### src/rtl/xoodoo_perm_ctrl_sca.sv
// Pass sequencer for the two-share Xoodoo round datapath: load, fetch randomness, run, capture, repeat.
// Optional randomness prefetch during RUN is enabled by defining XOODOO_CTRL_RND_PREFETCH_EN.
module xoodoo_perm_ctrl_sca #(
  parameter int          NUM_ROUNDS       = 12,
  parameter int          ROUNDS_PER_CYCLE = 1,
  parameter int          PASS_LAT         = 2,
  parameter logic [12:0] J_INIT           = 13'h0001
) (
  input  logic        i_clk,
  input  logic        i_rst_n,
  input  logic        i_start_valid,
  output logic        o_start_ready,
  output logic        o_out_valid,
  input  logic        i_out_ready,
  output logic        o_rnd_req,
  input  logic        i_rnd_valid,
  output logic        o_rs_en,
  output logic        o_dp_load,
  output logic        o_state_en,
  output logic        o_busy,
  output logic [3:0]  o_pass_cnt,
  output logic [12:0] o_j_in
);
  localparam int NPASS = NUM_ROUNDS / ROUNDS_PER_CYCLE;
  localparam int LAT_W = $clog2(PASS_LAT) + 1;
  localparam logic [LAT_W-1:0] LAT_LAST  = LAT_W'(PASS_LAT - 1);
  localparam logic [3:0]       PASS_LAST = 4'(NPASS - 1);

  typedef enum logic [2:0] {S_IDLE, S_LOAD, S_WAIT, S_RUN, S_DONE} state_t;

  state_t           r_state, w_state_nxt;
  logic [LAT_W-1:0] r_lat, w_lat_nxt;
  logic [3:0]       r_pass, w_pass_nxt;
  logic             r_start_ready, r_out_valid, r_rnd_req, r_dp_load, r_state_en, r_busy;
  logic             w_rs_en, w_rnd_req_nxt, w_state_en_nxt;
`ifdef XOODOO_CTRL_RND_PREFETCH_EN
  logic             r_pf, w_pf_nxt;
`endif

  // rnd_req is registered and only ever high where randomness may be consumed
  assign w_rs_en = r_rnd_req & i_rnd_valid;

  always_comb begin
    w_state_nxt = r_state;
    w_lat_nxt   = r_lat;
    w_pass_nxt  = r_pass;
`ifdef XOODOO_CTRL_RND_PREFETCH_EN
    w_pf_nxt    = r_pf;
`endif
    case (r_state)
      S_IDLE: if (i_start_valid) w_state_nxt = S_LOAD;
      S_LOAD: begin
        w_pass_nxt  = '0;
        w_state_nxt = S_WAIT;
      end
      S_WAIT: if (i_rnd_valid) begin
        w_lat_nxt   = '0;
        w_state_nxt = S_RUN;
      end
      S_RUN: begin
        w_lat_nxt = r_lat + 1'b1;
`ifdef XOODOO_CTRL_RND_PREFETCH_EN
        if (w_rs_en) w_pf_nxt = 1'b1;
`endif
        if (r_lat == LAT_LAST) begin
          w_lat_nxt = '0;
          if (r_pass == PASS_LAST) begin
            w_state_nxt = S_DONE;
          end else begin
            w_pass_nxt  = r_pass + 1'b1;
            w_state_nxt = S_WAIT;
`ifdef XOODOO_CTRL_RND_PREFETCH_EN
            // a prefetch accepted in this very cycle also counts
            if (r_pf || w_rs_en) begin
              w_state_nxt = S_RUN;
              w_pf_nxt    = 1'b0;
            end
`endif
          end
        end
      end
      S_DONE: if (i_out_ready) begin
        w_pass_nxt  = '0;
        w_state_nxt = S_IDLE;
      end
      default: w_state_nxt = S_IDLE;
    endcase

    w_rnd_req_nxt = (w_state_nxt == S_WAIT);
`ifdef XOODOO_CTRL_RND_PREFETCH_EN
    if (w_state_nxt == S_RUN && w_pass_nxt != PASS_LAST && !w_pf_nxt) w_rnd_req_nxt = 1'b1;
`endif
    w_state_en_nxt = (w_state_nxt == S_LOAD) ||
                     (w_state_nxt == S_RUN && w_lat_nxt == LAT_LAST);
  end

  // outputs are decoded from the next state so every handshake signal leaves a flop
  always_ff @(posedge i_clk or negedge i_rst_n) begin
    if (!i_rst_n) begin
      r_state       <= S_IDLE;
      r_lat         <= '0;
      r_pass        <= '0;
      r_start_ready <= 1'b1;
      r_out_valid   <= 1'b0;
      r_rnd_req     <= 1'b0;
      r_dp_load     <= 1'b0;
      r_state_en    <= 1'b0;
      r_busy        <= 1'b0;
`ifdef XOODOO_CTRL_RND_PREFETCH_EN
      r_pf          <= 1'b0;
`endif
    end else begin
      r_state       <= w_state_nxt;
      r_lat         <= w_lat_nxt;
      r_pass        <= w_pass_nxt;
      r_start_ready <= (w_state_nxt == S_IDLE);
      r_out_valid   <= (w_state_nxt == S_DONE);
      r_rnd_req     <= w_rnd_req_nxt;
      r_dp_load     <= (w_state_nxt == S_LOAD);
      r_state_en    <= w_state_en_nxt;
      r_busy        <= (w_state_nxt != S_IDLE);
`ifdef XOODOO_CTRL_RND_PREFETCH_EN
      r_pf          <= w_pf_nxt;
`endif
    end
  end

  assign o_start_ready = r_start_ready;
  assign o_out_valid   = r_out_valid;
  assign o_rnd_req     = r_rnd_req;
  assign o_rs_en       = w_rs_en;
  assign o_dp_load     = r_dp_load;
  assign o_state_en    = r_state_en;
  assign o_busy        = r_busy;
  assign o_pass_cnt    = r_pass;
  assign o_j_in        = r_dp_load ? J_INIT : '0;
endmodule
### config.mk
export PLATFORM = sky130hd
export DESIGN_NAME = xoodoo_perm_ctrl_sca
export DESIGN_NICKNAME = d
export VERILOG_FILES = /design/src/rtl/xoodoo_perm_ctrl_sca.sv
export SDC_FILE = /design/constraint.sdc
export NUM_CORES = 1
export LEC_CHECK = 0
export ABC_AREA = 1
export CORE_ASPECT_RATIO = 0.75
export CORE_UTILIZATION = 28
export DETAILED_ROUTE_END_ITERATION = 7
export PLACE_DENSITY = 0.66
export SYNTH_ARGS = -nofsm -noshare
export SYNTH_HDL_FRONTEND = slang
export SYNTH_SLANG_ARGS = --single-unit
### constraint.sdc
create_clock -name i_clk -period 1.21 [get_ports i_clk]
set_input_delay 0.1815 -clock i_clk [delete_from_list [all_inputs] [get_ports i_clk]]
set_output_delay 0.1815 -clock i_clk [all_outputs]
set_load 0.005 [all_outputs]
==> results.cfg <==
[layout]
final_util_pct = 46.0
drive_above_1_share_pct = 26.5
syn2layout_area_growth_pct = 49.4
nFillCells = 246
final_nets = 154
finalInstanceArea_mm2 = 0.00125
regArea_um2 = 378
antenna_cells = 0
multi_input_area_um2 = 440

[clock_tree]
cts_tree = built
cts_hold_buf = 0
cts_num_sinks = 15
cts-buffers-inserted = 3
clk_latency_ns = 0.24
cts_root_buffer = clkbuf_8
cts_buffer_depth = 2
path_clk_slew_ns = 0.06
htreeDepth = 1

[timing]
fmax_ghz = 0.811
worst_clock_skew_ns = 0.00131
whs_ns = 0.251
min_period_ns = 1.23
rsz0062_at_grt = true
period_share_pct = 102
slew_viol_final = 0
timing.setup.tns_ns = -0.0227
setup_viol = 1
setup_ws_ns = -0.0227
finalHoldViolCount = 0

[power]
p_per_area_mw_per_mm2 = 1770
vdd_ir_drop_max_uv = 599
leakage_nw = 0.712

[global_routing]
grt.total_usage_pct = 12.2
antenna_found_initial = 0
grt_overflow = 0
grt_max_degree = 16
grt_pass1_vias = 723
grt_pass1_wl_mm = 2.98

[floorplanning]
io_pins = 29
rows = 16
core_area_mm2 = 0.00272
dieHeight_um = 49.4
dieWidth_um = 65.2
die-area_mm2 = 0.00322
start_util_pct = 30.8

[logic_synthesis]
synth_seq_cells = 15
ys_seq_area_share_pct = 44.9
netlist_area_um2 = 838
yosysWarningCount = 0
synthCells = 114
syn_avg_cell_area_um2 = 7.35
ys_types = 16

[route]
num_vias = 754
firstDrtPassIters = 4
via_per_inst = 4.12
ant_nets = 0
drt_iter0_markers = 24
wl_mm = 1.75
routedWlPerCell_um = 9.57
drcViolationCount = 0

[worst_setup_path]
cp.required_ns = 1.39
worst_setup_path_start_kind = flop
crit_arrival_ns = 1.42
criticalPathCategory = flop to flop
crit_path_end_kind = flop
cp_max_fo = 3

[run_status]
violations = negative setup slack
status = finished with violations

[min_path]
hold_path.class = primary input to async pin

[placement]
portBuffers = 16
dpl_cell_area_mm2 = 0.00107
gp_congestion = 0.861
dp_hpwl_mm = 1.30

[flow_run]
drv_cap = 0
metal layers:
metal / routed length, um / vias to the layer above / global-route usage, % / part of all wire (%)
li1: - / 387 / - / -
met1: 737 / 338 / 12.9 / 42
met2: 905 / 25 / 21.6 / 52
met3: 84 / 4 / 4.21 / 4.8
met4: 23 / 0 / 5.07 / 1.3
met5: 0 / - / 0 / 0
through the flow:
step                cells  total power, W  setup slack (ns)
floorplan             125         0.00119            0.0109
global placement      174         0.00152            -0.204
detailed placement    174         0.00156            -0.212
CTS                   182         0.00205           -0.0542
global route          183         0.00236            -0.107
finish                183         0.00221           -0.0227
layout make-up:
type | count | area share (%)
inverter | 15 | 4.50
multi-input combinational | 82 | 35.2
tap | 36 | 3.60
timing repair buffer | 31 | 23.0
sequential | 15 | 30.2
clock buffer | 4 | 3.60
worst paths after layout:
path                          startpoint  cells past startpoint       endpoint  slack [ns]
max                        o_pass_cnt[0]                      8         o_busy       -0.02
min                              i_rst_n                      2  o_pass_cnt[3]        0.25
max reg2reg                o_pass_cnt[0]                      8         o_busy       -0.02
min reg2reg                     r_lat[0]                      2       r_lat[0]        0.54
max in group asynchronous        i_rst_n                      2  o_start_ready        0.72
min in group i_clk           i_rnd_valid                      4     r_state[0]        0.43
critical path, stage by stage (launching register included):
cell	delay (ns)
dfrtp_1	0.36
buf_6	0.11
ha_4	0.14
nand2_4	0.05
nor2_4	0.13
nand4_1	0.15
nand2_2	0.13
inv_1	0.05
nand2_1	0.06
timing repair:
action / CTS / global route
pin swaps: 13 / 14
endpoints found under the setup margin: 17 / 11
resized for setup: 26 / 18
setup buffers: 4 / 2
placed cells by master (no fill, tap or decap), types with 2 or more instances in the layout:
cell / synthesis / routed
clkdlybuf4s50_1: 0 / 3
nand2_2: 1 / 4
dfrtp_1: 14 / 13
nand2_4: 0 / 4
clkbuf_8: 0 / 3
nand3_1: 6 / 5
conb_1: 1 / 12
nand2_1: 36 / 29
inv_1: 15 / 14
nand4_1: 2 / 2
nor2_4: 0 / 3
nor2_1: 18 / 14
nor2_2: 2 / 3
buf_6: 0 / 4
buf_4: 13 / 11
dlygate4sd2_1: 0 / 10
state kept, by name (all words and copies together), names as in the netlist:
| signal | count |
|---|---|
| o_busy | 1 |
| r_state | 3 |
| o_state_en | 1 |
| r_lat | 2 |
| o_rnd_req | 1 |
| o_start_ready | 1 |
| o_dp_load | 1 |
| o_pass_cnt | 4 |
| o_out_valid | 1 |
where the power goes:
| part | leakage [nW] | switching (W) | internal [W] |
|---|---|---|---|
| Clock | 0.0228 | 0.000160 | 0.000233 |
| Sequential | 0.185 | 0.0000680 | 0.000606 |
| Combinational | 0.505 | 0.000610 | 0.000537 |
| Total | 0.712 | 0.000838 | 0.00138 |
cell families after synthesis:
kind of cell	Yosys count	share of synthesized area (%)
simple gates	66	32.4
fa+ha+maj	1	1.49
flops	15	44.9
buf+inv	28	18.4
other cells	1	0.447
compound gates	2	1.34
xor+xnor	1	1.04
Yosys cell counts:
cell | number | area share (%)
nand2_1 | 36 | 16
nand3b_1 | 1 | 0.90
xnor2_1 | 1 | 1.0
nand2_2 | 1 | 0.75
dfrtp_1 | 14 | 42
nand4_1 | 2 | 1.5
nor2_1 | 18 | 8.1
dfstp_2 | 1 | 3.1
conb_1 | 1 | 0.45
o21ai_0 | 1 | 0.60
nor2_2 | 2 | 1.5
nand3_1 | 6 | 3.6
buf_4 | 13 | 12
inv_1 | 15 | 6.7
a31oi_1 | 1 | 0.75
ha_1 | 1 | 1.5
Note: power is estimated with default switching activity, not from simulation.
==> variant, RTL diff (same flow settings) <==
Make the reset (`i_rst_n`) synchronous in one clocked block.
--- a/src/rtl/xoodoo_perm_ctrl_sca.sv
+++ b/src/rtl/xoodoo_perm_ctrl_sca.sv
@@ -96,5 +96,5 @@
 
   // outputs are decoded from the next state so every handshake signal leaves a flop
-  always_ff @(posedge i_clk or negedge i_rst_n) begin
+  always_ff @(posedge i_clk) begin
     if (!i_rst_n) begin
       r_state       <= S_IDLE;
Formal check against the unedited RTL: differs if i_rst_n is asserted again (counterexample within 4 cycles, from zero or initial values and one cycle with i_rst_n low); with i_rst_n held inactive, the same outputs for 10 cycles.
==> variant against the original RTL <==
- cell area shrank 12%
- wire length shrank 8.6%
- die area shrank 4.0%
- setup slack gained 0.066 ns
- fmax grew 5.7%
- core utilization shrank 4.8 points
- sequential cell count is the same
- highest routed layer is now met3
- area after synthesis shrank 4.2%
Power is not compared: it rests on default switching activity, and its combinational part moved more than twofold at a synthesized area within 25%.
==> variant: results (changes against the original RTL) <==
run status=complete, no violations; final wirelength=1600 µm (-8.6%); number of signal-net inverters in the final layout=14 (-1); count of buffers not belonging to the clock network in the layout=25 (-19%); clk slew on worst S/H paths=0.06 ns (about the same); Async S/R FF share, synth=0% (-100 points); First DRT Iteration DRCs=30 (+25%); launch point of the worst reg-to-reg path=r_state[2]; setup repair bufs after CTS=0 (-4); total vias in the final route=731 (-3.1%); quantity of gates resized following cts=18 (-31%); Area Growth Syn to Fin=36.4%; area used by sequential logic in the layout=318 µm² (-16%); Mean Syn Cell Area=7.05 µm² (-4.2%); cell family with most CP delay=flip-flops; GR Util All Layers=10.6% (-1.5 points); count of unique library cells instantiated by Yosys=21 (+5); maximum fanout along the worst path=5 (+2); leading cell types by total area after synthesis=dfxtp_1 37%, nand2_1 13%, buf_4 12%; critical path arrival=1.30 ns (-0.12 ns); maximum number of pins on one net before global-route repair=10 (-6); count of buffers inserted at the top-level ports=16 (unchanged); part of the Yosys area used for sequential elements=37.4% (-7.5 points); number of cells in the design after placement=171 (-1.7%); area of the multi-input gates=418 µm² (-5.1%); number of vias per cell=4.15 (+0.81%); post-place setup slack=-0.219 ns (-0.00722 ns); leading post-synthesis cells by instance count=28 x nand2_1, 15 x dfxtp_1, 13 x buf_4, 13 x inv_1, 13 x nor2_1; final weighted congestion of routability-driven global placement=0.786 (-8.7%); Clock Network Area Fraction=4.22% (+0.63 points)
variant: cell types whose count changed in the layout (fill, tap and decap cells not counted), moves of 4 or more:
cell     delta
a21oi_1     +4
dfxtp_4     +4
dfxtp_1     +9
dfrtp_1    -13
variant: worst paths after layout:
check	to	slack [ns]	depth (start not counted)
max	o_pass_cnt[1]	0.04	7
min reg2reg	r_lat[1]	0.46	2
min	r_lat[1]	0.46	2
max reg2reg	o_pass_cnt[1]	0.04	7
variant: routing by layer:
layer	wire, µm	up-vias	track usage [%]	share of wire (%)
met1	716	340	12.6	45
met2	853	12	18.6	53
met3	31	0	2.12	1.9
met4	0	0	4.55	0
met5	0	-	0	0
li1	-	379	-	-
variant: kinds of logic after synthesis:
group | synth area share, %
compound gates | 6.07
buf+inv | 20.1
simple gates | 34.4
fa+ha+maj | 1.56
other cells | 0.467
flops | 37.4
variant: report_power, final:
group | leakage [nW] | internal, mW | switching, mW
clock network | 0.0255 | 0.227 | 0.166
logic | 0.403 | 0.101 | 0.115
registers | 0.126 | 0.524 | 0.0240
